--- src/rtl/serlink_master.sv ---
// Serial link master: sends NCMD framed words, then gathers framed replies
// until a frame with the exec flag arrives or the reply window times out.
module serlink_master #(
    parameter int NBITS   = 8,
    parameter int NCMD    = 5,
    parameter int NRSP    = 5,
    parameter int GAP     = 2,
    parameter int TIMEOUT = 1024
) (
    input  logic                  clk,
    input  logic                  rst_n,
    input  logic                  cmd_valid,
    output logic                  cmd_ready,
    input  logic [NCMD*NBITS-1:0] cmd_data,
    output logic                  serout,
    input  logic                  serin,
    output logic                  rsp_valid,
    output logic [NRSP*NBITS-1:0] rsp_data,
    output logic [7:0]            rsp_len,
    output logic [1:0]            rsp_status,
    output logic                  busy,
    output logic [15:0]           bytes_sent,
    output logic [15:0]           bytes_seen,
    output logic [15:0]           stray_count,
    output logic [15:0]           frame_err
);
    localparam int F  = 2 + NBITS + GAP;
    localparam int CW = NCMD * NBITS;
    localparam int RW = NRSP * NBITS;
    localparam int BW = $clog2(F + 1);
    localparam int FW = $clog2(NCMD + 1);
    localparam int XW = $clog2(NBITS + GAP + 1);
    localparam logic [15:0] TLAST = 16'(TIMEOUT - 1);

    typedef enum logic [1:0] {IDLE, SEND, WAIT_RSP} state_t;

    state_t state, state_nxt;

    logic [CW-1:0]    tx_sh, tx_sh_nxt;
    logic [BW-1:0]    bcnt, bcnt_nxt;
    logic [FW-1:0]    fcnt, fcnt_nxt;
    logic [NBITS-1:0] tx_pay;
    logic             tx_bit;
    logic             accept;
    logic             tx_last;
    logic             tx_step;
    logic             tx_sof;

    logic             serin_q;
    logic             rx_busy;
    logic             rx_exec;
    logic             rx_gerr;
    logic [XW-1:0]    rx_cnt;
    logic [NBITS-1:0] rx_sh;
    logic [NBITS-1:0] rx_pay;
    logic             rx_done;
    logic             rx_gap_end;
    logic             rx_bad;

    logic [15:0]      tcnt;
    logic [7:0]       len_nxt;
    logic [RW-1:0]    rsp_shift;

    // Transmit sequencing: compute the bit that goes out on the next edge.
    always_comb begin
        accept    = (state == IDLE) && cmd_valid;
        tx_last   = (bcnt == BW'(F - 1)) && (fcnt == FW'(NCMD - 1));
        tx_step   = accept || ((state == SEND) && !tx_last);
        tx_sh_nxt = tx_sh;
        bcnt_nxt  = bcnt;
        fcnt_nxt  = fcnt;
        if (accept) begin
            tx_sh_nxt = cmd_data;
            bcnt_nxt  = '0;
            fcnt_nxt  = '0;
        end else if (bcnt == BW'(F - 1)) begin
            tx_sh_nxt = tx_sh << NBITS;
            bcnt_nxt  = '0;
            fcnt_nxt  = fcnt + FW'(1);
        end else begin
            bcnt_nxt  = bcnt + BW'(1);
        end
        tx_sof = (bcnt_nxt == '0);
        tx_pay = tx_sh_nxt[CW-1 -: NBITS] << (bcnt_nxt - BW'(2));
        tx_bit = 1'b0;
        if (tx_sof) begin
            tx_bit = 1'b1;
        end else if (bcnt_nxt == BW'(1)) begin
            tx_bit = (fcnt_nxt == FW'(NCMD - 1));
        end else if (bcnt_nxt <= BW'(NBITS + 1)) begin
            tx_bit = tx_pay[NBITS-1];
        end
    end

    always_comb begin
        rx_pay     = NBITS'({rx_sh, serin_q});
        rx_done    = rx_busy && (rx_cnt == XW'(NBITS));
        rx_gap_end = rx_busy && (rx_cnt == XW'(NBITS + GAP));
        rx_bad     = rx_gerr || (serin_q && (rx_cnt > XW'(NBITS)));
        len_nxt    = (rsp_len == 8'hFF) ? rsp_len : rsp_len + 8'd1;
        rsp_shift  = RW'({rsp_data, rx_pay});
    end

    always_comb begin
        state_nxt = state;
        cmd_ready = (state == IDLE);
        busy      = (state != IDLE);
        unique case (state)
            IDLE:     if (cmd_valid) state_nxt = SEND;
            SEND:     if (tx_last) state_nxt = WAIT_RSP;
            WAIT_RSP: begin
                if (rx_done) begin
                    if (rx_exec) state_nxt = IDLE;
                end else if (tcnt == TLAST) begin
                    state_nxt = IDLE;
                end
            end
            default:  state_nxt = IDLE;
        endcase
    end

    always_ff @(posedge clk or negedge rst_n) begin
        if (!rst_n) begin
            state <= IDLE;
        end else begin
            state <= state_nxt;
        end
    end

    always_ff @(posedge clk or negedge rst_n) begin
        if (!rst_n) begin
            tx_sh      <= '0;
            bcnt       <= '0;
            fcnt       <= '0;
            serout     <= 1'b0;
            bytes_sent <= '0;
        end else begin
            if (tx_step) begin
                tx_sh  <= tx_sh_nxt;
                bcnt   <= bcnt_nxt;
                fcnt   <= fcnt_nxt;
                serout <= tx_bit;
                if (tx_sof) bytes_sent <= bytes_sent + 16'd1;
            end else begin
                serout <= 1'b0;
            end
        end
    end

    // Receiver runs in every state; the FSM only decides what a frame means.
    always_ff @(posedge clk or negedge rst_n) begin
        if (!rst_n) begin
            serin_q     <= 1'b0;
            rx_busy     <= 1'b0;
            rx_exec     <= 1'b0;
            rx_gerr     <= 1'b0;
            rx_cnt      <= '0;
            rx_sh       <= '0;
            bytes_seen  <= '0;
            stray_count <= '0;
            frame_err   <= '0;
        end else begin
            serin_q <= serin;
            if (!rx_busy) begin
                if (serin_q) begin
                    rx_busy <= 1'b1;
                    rx_cnt  <= '0;
                    rx_gerr <= 1'b0;
                end
            end else begin
                rx_cnt <= rx_cnt + XW'(1);
                if (rx_cnt == '0) begin
                    rx_exec <= serin_q;
                end else if (rx_cnt <= XW'(NBITS)) begin
                    rx_sh <= rx_pay;
                end else if (serin_q) begin
                    rx_gerr <= 1'b1;
                end
                if (rx_gap_end) begin
                    rx_busy <= 1'b0;
                    if (rx_bad) frame_err <= frame_err + 16'd1;
                end
            end
            if (rx_done) begin
                bytes_seen <= bytes_seen + 16'd1;
                if (state != WAIT_RSP) stray_count <= stray_count + 16'd1;
            end
        end
    end

    always_ff @(posedge clk or negedge rst_n) begin
        if (!rst_n) begin
            tcnt       <= '0;
            rsp_valid  <= 1'b0;
            rsp_data   <= '0;
            rsp_len    <= '0;
            rsp_status <= '0;
        end else begin
            rsp_valid <= 1'b0;
            if (accept) begin
                tcnt       <= '0;
                rsp_data   <= '0;
                rsp_len    <= '0;
                rsp_status <= '0;
            end
            // A frame landing on the timeout cycle wins over the timeout.
            if (state == WAIT_RSP) begin
                if (rx_done) begin
                    tcnt     <= '0;
                    rsp_data <= rsp_shift;
                    rsp_len  <= len_nxt;
                    if (rx_exec) begin
                        rsp_valid  <= 1'b1;
                        rsp_status <= {(len_nxt > 8'(NRSP)), 1'b0};
                    end
                end else if (tcnt == TLAST) begin
                    rsp_valid  <= 1'b1;
                    rsp_status <= 2'b01;
                end else begin
                    tcnt <= tcnt + 16'd1;
                end
            end
        end
    end
endmodule

--- config.mk ---
export PLATFORM = sky130hd
export DESIGN_NAME = serlink_master
export DESIGN_NICKNAME = d
export VERILOG_FILES = /design/src/rtl/serlink_master.sv
export SDC_FILE = /design/constraint.sdc
export NUM_CORES = 1
export LEC_CHECK = 0
export BUFFER_PORTS_ARGS = -buffer_cell sky130_fd_sc_hd__buf_2
export CORE_MARGIN = 2
export CORE_UTILIZATION = 55
export CTS_CLUSTER_SIZE = 40
export DETAILED_ROUTE_END_ITERATION = 6
export PLACE_DENSITY = 0.86
export SYNTH_ARGS = -nofsm -noshare
export SYNTH_HDL_FRONTEND = slang
export SYNTH_SLANG_ARGS = --single-unit
--- constraint.sdc ---
create_clock -name clk -period 2.6 [get_ports clk]
set_input_delay 0.13 -clock clk [delete_from_list [all_inputs] [get_ports clk]]
set_output_delay 0.13 -clock clk [all_outputs]
set_load 0.1 [all_outputs]
==> impl_metrics.tcl, run 1 <==
set metrics [dict create \
    outcome "finished clean" \
    synth.distinct_cells 66 \
    drive_gt1_frac 0.211 \
    syn-num-nets 1004 \
    synthToLayoutAreaGrowth_pct 21.8 \
    share_comb_of_total_power 0.463 \
    wl_microns 21700 \
    num_rows 47 \
    gp_congestion 0.893 \
    grt_overflow_total 0 \
    synth-compound-area-share 0.120 \
    ir_worst_vdd_mv 1.06 \
    clkTransAtPathRegs_ps 70 \
    endpoint_kind "flip-flop" \
    synth-async-reset-ratio 1.00 \
    place_ws_ps 200 \
    grtUsageMet1 0.340 \
    first_pass_iters 5 \
    crit_fanout 11 \
    nets 1189 \
    grt_pass1_vias 7283 \
    num_vias 7739 \
    clockBufferDepth 2 \
    antenna_found_initial 0 \
    synthXorXnorAreaFrac 0.0633 \
    cts_tree "yes" \
    dieWidth_microns 134 \
    syn_area_per_cell_sq_um 9.79 \
    die_y_microns 134 \
    place_hpwl_microns 14000 \
    yosys.area_share.simple 0.217 \
    clk_latency_ps 430 \
    cts_max_level 4 \
    placed_cells 1297 \
    drtAntennaViolNets 0 \
    hold_ws_ps 40.6 \
    setup_viol 0 \
    synth_cells 947 \
    finalCritPeriodShare 0.937 \
    cts_sinks 196 \
    relSlewSlack 0.317 \
    path_buf_inv 0 \
    layout.cells.most_common "dfrtp_1" \
    vias_per_cell 5.67 \
    ys_seq_area_frac 0.529 \
    max_freq_mhz 411 \
    placed_cell_area_sq_um 10300 \
    insertedDiodeCount 0 \
    cp.required_ps 2960 \
    postLayoutCellArea_sq_um 11300 \
    drtIter0Drc 509 \
    ys_warn_count 0 \
    core-area_sq_um 16500 \
    synth_top_family_by_area "simple AND/OR/NAND/NOR gates" \
    critPathSlowestCell "a21oi_1" \
    max_stage_delay_ps 850 \
    drc_errors 0 \
    wl_per_cell_microns 15.9 \
    cts_resized 0 \
    fin_ws_ps 164 \
    criticalPathCategory "reg -> reg" \
    start_util 0.561 \
    grt_pass1_wl_microns 35700 \
    die-area_sq_um 17900 \
    hold_class "in -> reg" \
    cts_setup_buffers 0 \
    hold_violations 0 \
    synth_seq_cells 196 \
    clkPwrFrac 0.190 \
    worst_pin_slew_ps 1020 \
    pwr_density_cell_nw_per_um2 1240 \
    cap_violations 0 \
    power_leakage_uw 0.00565 \
    fin_skew_ps 10.5 \
    ios 162 \
    final_cells 1364 \
    grt_usage 0.247 \
    arrival_ps 2790 \
    final_cell_mix "196 x dfrtp_1, 184 x nand2_1, 160 x buf_2, 81 x nand3_1, 66 x nor2_1" \
    critPathLaunchType "flip-flop" \
    port_buffers 161 \
    switchingPower_uw 6900 \
    layout_min_cycle_time_ps 2440 \
    p_int_uw 7150 \
    busiest_layer "met2" \
    hold_buffers 36 \
    pwr-share-seq 0.347 \
    synth_edf_count 0 \
    muxShareOfSynthArea 0.0234 \
    power_switching_share 0.491 \
    slew_viol_final 0 \
    cts_inserted_buffers 17 \
    crit_chain "ha_1 > and3b_4 > a31oi_1 > a21oi_1 > a22o_1" \
    grtUsageMet2 0.395 \
    use_met3 0.0506 \
    ys.flop_type "dfrtp_1" \
    fin_tns_setup_ps 0 \
    rsz0062_at_grt "no" \
    grt_max_degree 72 \
    synth_area_sq_um 9270 \
    synthAdderAreaFrac 0.0176 \
    cts-root-buf "clkbuf_16" \
    critical-path-top-delay-family "compound AO/OA/AOI/OAI gates" \
]
==> area by class of cell <==
cell class                      count  area (sq um)
Sequential cell                   196          4900
Fill cell                        1193          5240
Tap cell                          220           275
Timing Repair Buffer              214          1340
Clock buffer                       19           443
Inverter                           13          48.8
Clock inverter                     12           155
Multi-Input combinational cell    690          4120
==> metal layers <==
metal,wire (microns),vias to the layer above
li1,-,3698
met1,9400,3765
met2,10500,238
met3,1200,38
met4,508,0
met5,0,-
==> final timing paths <==
path / startpoint / end / slack, ps / cells past startpoint
max: bcnt[1]$_DFFE_PN0P_ / tx_sh[1]$_DFFE_PN0P_ / 160 / 5
max in group asynchronous: rst_n / rsp_data[26]$_DFF_PN0_ / 1560 / 3
min reg2reg: bytes_sent[15]$_DFFE_PN0P_ / bytes_sent[15]$_DFFE_PN0P_ / 470 / 1
max reg2reg: bcnt[1]$_DFFE_PN0P_ / tx_sh[1]$_DFFE_PN0P_ / 160 / 5
min in group asynchronous: rst_n / bytes_seen[12]$_DFFE_PN0P_ / 260 / 2
min: cmd_data[34] / tx_sh[34]$_DFFE_PN0P_ / 40 / 3
==> state kept, by name, summed over array words and instances (netlist names), 4 cells and up <==
name	flops
rx_cnt	4
bytes_sent	16
rsp_len	8
rx_sh	7
bytes_seen	16
rsp_data	40
tcnt	16
stray_count	16
bcnt	4
tx_sh	40
frame_err	16
==> logic make-up after synthesis <==
logic type | Yosys count
adder cells (fa/ha/maj) | 13
flip-flops | 196
buffers and inverters | 61
AND/OR/NAND/NOR | 433
AO/OA/AOI/OAI | 157
multiplexers | 20
XOR/XNOR | 67
==> Yosys cell counts, types with 6 or more instances <==
cell / number / area share
clkbuf_1: 28 / 0.011
nand4_1: 23 / 0.016
nand3_1: 81 / 0.044
xnor2_1: 35 / 0.033
nor3_1: 12 / 0.0065
xor2_1: 32 / 0.030
buf_1: 7 / 0.0028
dfrtp_1: 196 / 0.53
nor2b_1: 6 / 0.0041
nand2_1: 184 / 0.075
a22o_1: 14 / 0.013
buf_2: 9 / 0.0049
a21oi_1: 31 / 0.017
ha_1: 13 / 0.018
inv_1: 12 / 0.0049
and3_1: 16 / 0.011
and2_1: 8 / 0.0054
mux2_2: 13 / 0.016
o21ai_0: 25 / 0.014
mux2i_1: 7 / 0.0076
nor4_1: 6 / 0.0041
o22ai_1: 9 / 0.0061
a31oi_1: 37 / 0.025
nor2_1: 68 / 0.028
==> power by group through the flow <==
stage | clock network (uW) | registers [uW] | logic, uW
after floorplan | 0 | 7660 | 2410
after global placement | 0 | 4850 | 6260
after detailed placement | 0 | 4890 | 6410
after CTS | 2710 | 4840 | 6480
after global routing | 2850 | 5000 | 6930
final | 2670 | 4870 | 6510
==> worst min-delay path, stage by stage <==
cell	delay, ps
buf_2	80
o22ai_1	70
a21oi_1	140
==> through the flow <==
stage                     power (uW)   util
after floorplan                10100      -
after CTS                      14000  0.683
after global routing           14800  0.683
after global placement         11100  0.625
after detailed placement       11300  0.625
final                          14100  0.683
No activity file was read; power rests on OpenSTA's default activity.
==> run 2: changes to the inputs <==
--- a/config.mk
+++ b/config.mk
@@ -6,6 +6,7 @@
 export NUM_CORES = 1
 export LEC_CHECK = 0
 export BUFFER_PORTS_ARGS = -buffer_cell sky130_fd_sc_hd__buf_2
+export CORE_ASPECT_RATIO = 1.25
 export CORE_MARGIN = 2
 export CORE_UTILIZATION = 55
 export CTS_CLUSTER_SIZE = 40
==> run 2 against run 1 <==
  * Total power increased by 0.52%
  * Cell count increased by 0.22%
  * First-iteration DRC count increased by 24%
  * Critical endpoint is now bytes_sent[1]$_DFFE_PN0P_
==> impl_metrics.tcl, run 2 (synthesis results as in run 1) <==
set metrics [dict create \
    outcome "finished clean" \
    max_stage_delay_ps 430 \
    largestRegisters "rsp_data: 40 flops, tx_sh: 40 flops" \
    worstSetupStartpoint "bcnt[1]$_DFFE_PN0P_" \
    cts_inserted_buffers 17 \
    placed_cell_area_sq_um 10300 \
    r2r_cells 6 \
    cts_max_level 4 \
    antenna_found_initial 0 \
    layout_min_cycle_time_ps 2390 \
    power_switching_share 0.502 \
    placed_cells 1299 \
    pwr-share-seq 0.348 \
    cts_tree "yes" \
    ir_worst_vdd_mv 1.35 \
    cp_num_cells 6 \
    clkTransAtPathRegs_ps 80 \
    num_vias 7930 \
    port_buffers 161 \
    rsz0062_at_grt "no" \
    grt_pass1_vias 7670 \
    endpoint_kind "flip-flop" \
    setup_viol 0 \
    final_cells 1367 \
    wl_microns 23000 \
    wl_met1_microns 9430 \
    path_buf_inv 0 \
    final_cell_mix "196 x dfrtp_1, 184 x nand2_1, 160 x buf_2, 81 x nand3_1, 66 x nor2_1" \
    layout.cells.most_common "dfrtp_1" \
    hold_ws_ps 42.8 \
    hold_depth 3 \
    die_y_microns 149 \
    crit_fanout 15 \
    cap_violations 0 \
    vias_per_cell 5.80 \
    critPathLaunchType "flip-flop" \
    topRoutingLayerUsed "met4" \
    clkPwrFrac 0.189 \
    postLayoutCellArea_sq_um 11300 \
    num_rows 53 \
    core-area_sq_um 16600 \
    drive_gt1_frac 0.214 \
    hold_violations 0 \
    max_freq_mhz 419 \
    nets 1191 \
    first_pass_iters 5 \
    hold_class "in -> reg" \
    crit_chain "ha_1 > and3b_4 > a31o_4 > a211o_4 > a21boi_1 > mux2_2" \
    fin_tns_setup_ps 0 \
    routed-wl-met3_microns 1210 \
    grt_usage 0.263 \
    pwr_density_cell_nw_per_um2 1250 \
    cts-root-buf "clkbuf_16" \
    drtIter0Drc 630 \
    criticalPathCategory "reg -> reg" \
    rr_startpoint "bcnt[1]$_DFFE_PN0P_" \
    relSlewSlack 0.480 \
    clk_latency_ps 420 \
    finalCritPeriodShare 0.918 \
    power_leakage_uw 0.00567 \
    synthToLayoutAreaGrowth_pct 22.1 \
    dieWidth_microns 120 \
    wl_per_cell_microns 16.9 \
    arrival_ps 2700 \
    insertedDiodeCount 0 \
    grt_overflow_total 0 \
    switchingPower_uw 7090 \
    gp_congestion 0.855 \
    wl_met2_microns 11600 \
    worst_pin_slew_ps 780 \
    ios 162 \
    place_hpwl_microns 15100 \
    drc_errors 0 \
    fin_skew_ps 12.4 \
    share_comb_of_total_power 0.462 \
    start_util 0.557 \
    slew_viol_final 0 \
    drtAntennaViolNets 0 \
    critPathSlowestCell "dfrtp_1" \
    p_int_uw 7030 \
    cts_sinks 196 \
    critical-path-top-delay-family "compound AO/OA/AOI/OAI gates" \
    grt_max_degree 89 \
    clockBufferDepth 2 \
    cp.required_ps 2910 \
    worstHoldStart "cmd_data[34]" \
    die-area_sq_um 17900 \
    grt_pass1_wl_microns 37800 \
]
[run 2: cell count changes in the layout (fill, tap and decap cells not counted), sizes merged]
cell / change
clkinvlp: -1
inv: +4
buf: +2
bufinv: -2
[run 2: power groups by stage]
stage	Sequential [uW]	Clock [uW]	Combinational, uW
6_report	4920	2680	6530
5_1_grt	5050	2860	6920
4_1_cts	4870	2720	6490
3_5_place_dp	4910	0	6430
3_3_place_gp	4860	0	6270
2_1_floorplan	7660	0	2410
[run 2: path summary, 6_finish.rpt]
check | endpoint | slack (ps)
max | bytes_sent[1]$_DFFE_PN0P_ | 210
min | tx_sh[34]$_DFFE_PN0P_ | 40
max reg2reg | bytes_sent[1]$_DFFE_PN0P_ | 210
min reg2reg | stray_count[15]$_DFFE_PN0P_ | 470
max in group asynchronous | tx_sh[3]$_DFFE_PN0P_ | 1440
min in group asynchronous | bytes_seen[8]$_DFFE_PN0P_ | 310
[run 2: metrics by stage]
stage / worst slack, ps / util / power, uW
after global routing: 89.7 / 0.680 / 14800
after global placement: 289 / 0.621 / 11100
after detailed placement: 245 / 0.621 / 11300
after CTS: 238 / 0.680 / 14100
final: 212 / 0.680 / 14100
after floorplan: 70.2 / - / 10100
[run 2: timing repair]
item,CTS,global route
endpoints found under the setup margin,0,0
hold endpoints to repair,119,0
hold buffers,36,0
setup buffers,0,0
resized for setup,0,0
[run 2: layout make-up]
cell class	instances	area (sq um)
Fill cell	1273	5330
Sequential cell	196	4900
Multi-Input combinational cell	690	4120
Timing Repair Buffer	216	1360
Clock buffer	19	453
Tap cell	220	275
Clock inverter	13	161
Inverter	13	48.8
[run 2: metal layers]
metal	vias to the layer above	track usage
met1	3833	0.335
met5	-	0
li1	3711	-
met4	0	0.128
met3	66	0.0474
met2	320	0.436
[run 2: worst register-to-register path: stages, from the launching register on]
cell and delay (ps):
dfrtp_1 430, ha_1 290, and3b_4 270, a31o_4 290
a211o_4 380, a21boi_1 260, mux2_2 360
==> run 3: changes to the inputs <==
==> config.mk (replaced) <==
export PLATFORM = sky130hd
export DESIGN_NAME = serlink_master
export DESIGN_NICKNAME = d
export VERILOG_FILES = /design/src/rtl/serlink_master.sv
export SDC_FILE = /design/constraint.sdc
export NUM_CORES = 1
export LEC_CHECK = 0
export CORE_ASPECT_RATIO = 1.25
export CORE_MARGIN = 2
export CORE_UTILIZATION = 55
export CTS_CLUSTER_SIZE = 40
export DETAILED_ROUTE_END_ITERATION = 6
export DONT_BUFFER_PORTS = 1
export PLACE_DENSITY = 0.77
export SYNTH_ARGS = -nofsm -noshare
export SYNTH_HDL_FRONTEND = slang
export SYNTH_SLANG_ARGS = --single-unit
==> run 3 against run 2 <==
  * The flow now finishes with violations (hold timing)
  * Worst setup slack improved by 59 ps
  * Hold slack got worse by 660 ps
  * Wire length decreased by 3.5%
  * Critical endpoint unchanged
  * Critical path type unchanged
  * Largest power group unchanged
  * Via count decreased by 3.4%
  * Clock skew decreased by 3.3 ps
  * Global-route usage decreased by 0.66 points
  * Critical path depth unchanged
  * Highest routed layer unchanged
==> impl_metrics.tcl, run 3 (synthesis results as in run 1) <==
set metrics [dict create \
    critPathSlowestCell "dfrtp_1" \
    cts_setup_buffers 0 \
    cts_tree "yes" \
    start_util 0.557 \
    setup_viol 0 \
    grt_max_degree 197 \
    layout.cells.most_common "dfrtp_1" \
    pwr_density_cell_nw_per_um2 1240 \
    clk_latency_ps 430 \
    port_buffers 0 \
    criticalPathCategory "reg -> reg" \
    hold_class "in -> async" \
    num_rows 53 \
    postLayoutCellArea_sq_um 11300 \
    crit_fanout 15 \
    cp.required_ps 2920 \
    power_switching_share 0.492 \
    drive_gt1_frac 0.173 \
    hold_buffers 41 \
    vias_per_cell 5.79 \
    final_cell_mix "196 x dfrtp_1, 184 x nand2_1, 125 x buf_4, 81 x nand3_1, 66 x nor2_1" \
    fin_tns_setup_ps 0 \
    clkPwrFrac 0.178 \
    die-area_sq_um 17900 \
    grt_pass1_vias 7518 \
    drtIter0Drc 618 \
    largestRegisters "rsp_data: 40 flops, tx_sh: 40 flops" \
    ir_worst_vdd_mv 0.925 \
    placed_cells 1247 \
    hold_violations 196 \
    relSlewSlack 0.378 \
    p_int_uw 7130 \
    power_leakage_uw 0.00546 \
    drtAntennaViolNets 0 \
    endpoint "bytes_sent[1]$_DFFE_PN0P_" \
    ios 162 \
    place_hpwl_microns 14500 \
    worstSetupStartpoint "bcnt[1]$_DFFE_PN0P_" \
    first_pass_iters 5 \
    cts_sinks 196 \
    fin_skew_ps 9.11 \
    pwr-share-seq 0.352 \
    num_vias 7657 \
    grt_usage 0.256 \
    dieWidth_microns 120 \
    gp_congestion 0.880 \
    critPathLaunchType "flip-flop" \
    slew_viol_final 0 \
    crit_chain "ha_1 > and3b_4 > a31o_4 > a211o_4 > a21boi_1 > mux2_2" \
    grt_pass1_wl_microns 36900 \
    cts_max_level 4 \
    violations "hold timing" \
    wl_per_cell_microns 16.8 \
    worst_pin_slew_ps 933 \
    fillerInstances 1224 \
    r2r-end "bytes_sent[1]$_DFFE_PN0P_" \
    max_stage_delay_ps 430 \
    cap_violations 0 \
    drc_errors 0 \
    max_freq_mhz 429 \
    r2r_slack_ps 270 \
    final_cells 1322 \
    cts_inserted_buffers 17 \
    antenna_found_initial 2 \
    clkTransAtPathRegs_ps 70 \
    finalCritPeriodShare 0.896 \
    hold_ws_ps -616 \
    die_y_microns 149 \
    outcome "finished with violations" \
    wl_microns 22200 \
    endpoint_kind "flip-flop" \
    placed_cell_area_sq_um 10300 \
    nets 1144 \
    cts_resized 0 \
    grt_overflow_total 0 \
    cts-root-buf "clkbuf_16" \
    core-area_sq_um 16600 \
    arrival_ps 2650 \
    final_util 0.680 \
    switchingPower_uw 6900 \
    clockBufferDepth 2 \
    rsz0062_at_grt "no" \
    r2r_cells 6 \
    layout_min_cycle_time_ps 2330 \
    rr_startpoint "bcnt[1]$_DFFE_PN0P_" \
    synthToLayoutAreaGrowth_pct 22.2 \
    share_comb_of_total_power 0.470 \
]
## run 3: cell count changes in the layout (fill, tap and decap cells not counted)
cell / delta
clkbuf_1: +3
bufinv_16: -1
clkinv_8: -3
inv_8: -1
clkinv_4: +1
buf_4: +109
clkinv_2: +1
clkbuf_8: +1
buf_2: -160
inv_6: -2
diode_2: +2
dlygate4sd3_1: +5
## run 3: critical path, delay by kind of cell (launching register included)
family                   cells  cell delay, ps
AO/OA/AOI/OAI                3             910
flip-flops                   1             430
multiplexers                 1             360
adder cells (fa/ha/maj)      1             290
AND/OR/NAND/NOR              1             230
## run 3: cell type report
type / instances / area (sq um) / share of cell area
repair buffers: 169 / 1410 / 0.124
clock inverters: 8 / 67.6 / 0.00597
well taps: 220 / 275 / 0.0243
clock buffers: 24 / 492 / 0.0434
inverters: 13 / 48.8 / 0.00431
flip-flops and latches: 196 / 4900 / 0.433
multi-input cells: 690 / 4120 / 0.364
diodes: 2 / 5.00 / 0.000442
## run 3: worst min path at each step
stage	endpoint	slack (ps)
floorplan	bcnt[0]$_DFFE_PN0P_	-170
global placement	bytes_seen[15]$_DFFE_PN0P_	-160
detailed placement	bytes_seen[14]$_DFFE_PN0P_	-160
CTS	bytes_seen[14]$_DFFE_PN0P_	-630
global route	bytes_seen[14]$_DFFE_PN0P_	-630
finish	bytes_seen[14]$_DFFE_PN0P_	-620
## run 3: metrics by stage
stage	setup WS [ps]	total power (uW)
2_1_floorplan	70.2	10100
3_3_place_gp	336	11300
3_5_place_dp	291	11400
4_1_cts	281	14000
5_1_grt	99.8	14700
6_report	271	14000
## run 3: power by group through the flow
stage | clock (uW) | sequential (uW) | combinational, uW
final | 2500 | 4940 | 6590
after global routing | 2660 | 5050 | 7000
after CTS | 2540 | 4910 | 6560
after detailed placement | 0 | 4950 | 6480
after global placement | 0 | 4910 | 6370
after floorplan | 0 | 7660 | 2410
## run 3: layer usage
layer  vias up  global-route usage  share of wire
li1       3612                   -              -
met1      3715               0.323           0.41
met2       268               0.421           0.49
met3        62              0.0627          0.063
met4         0               0.114          0.035
met5         -                   0              0
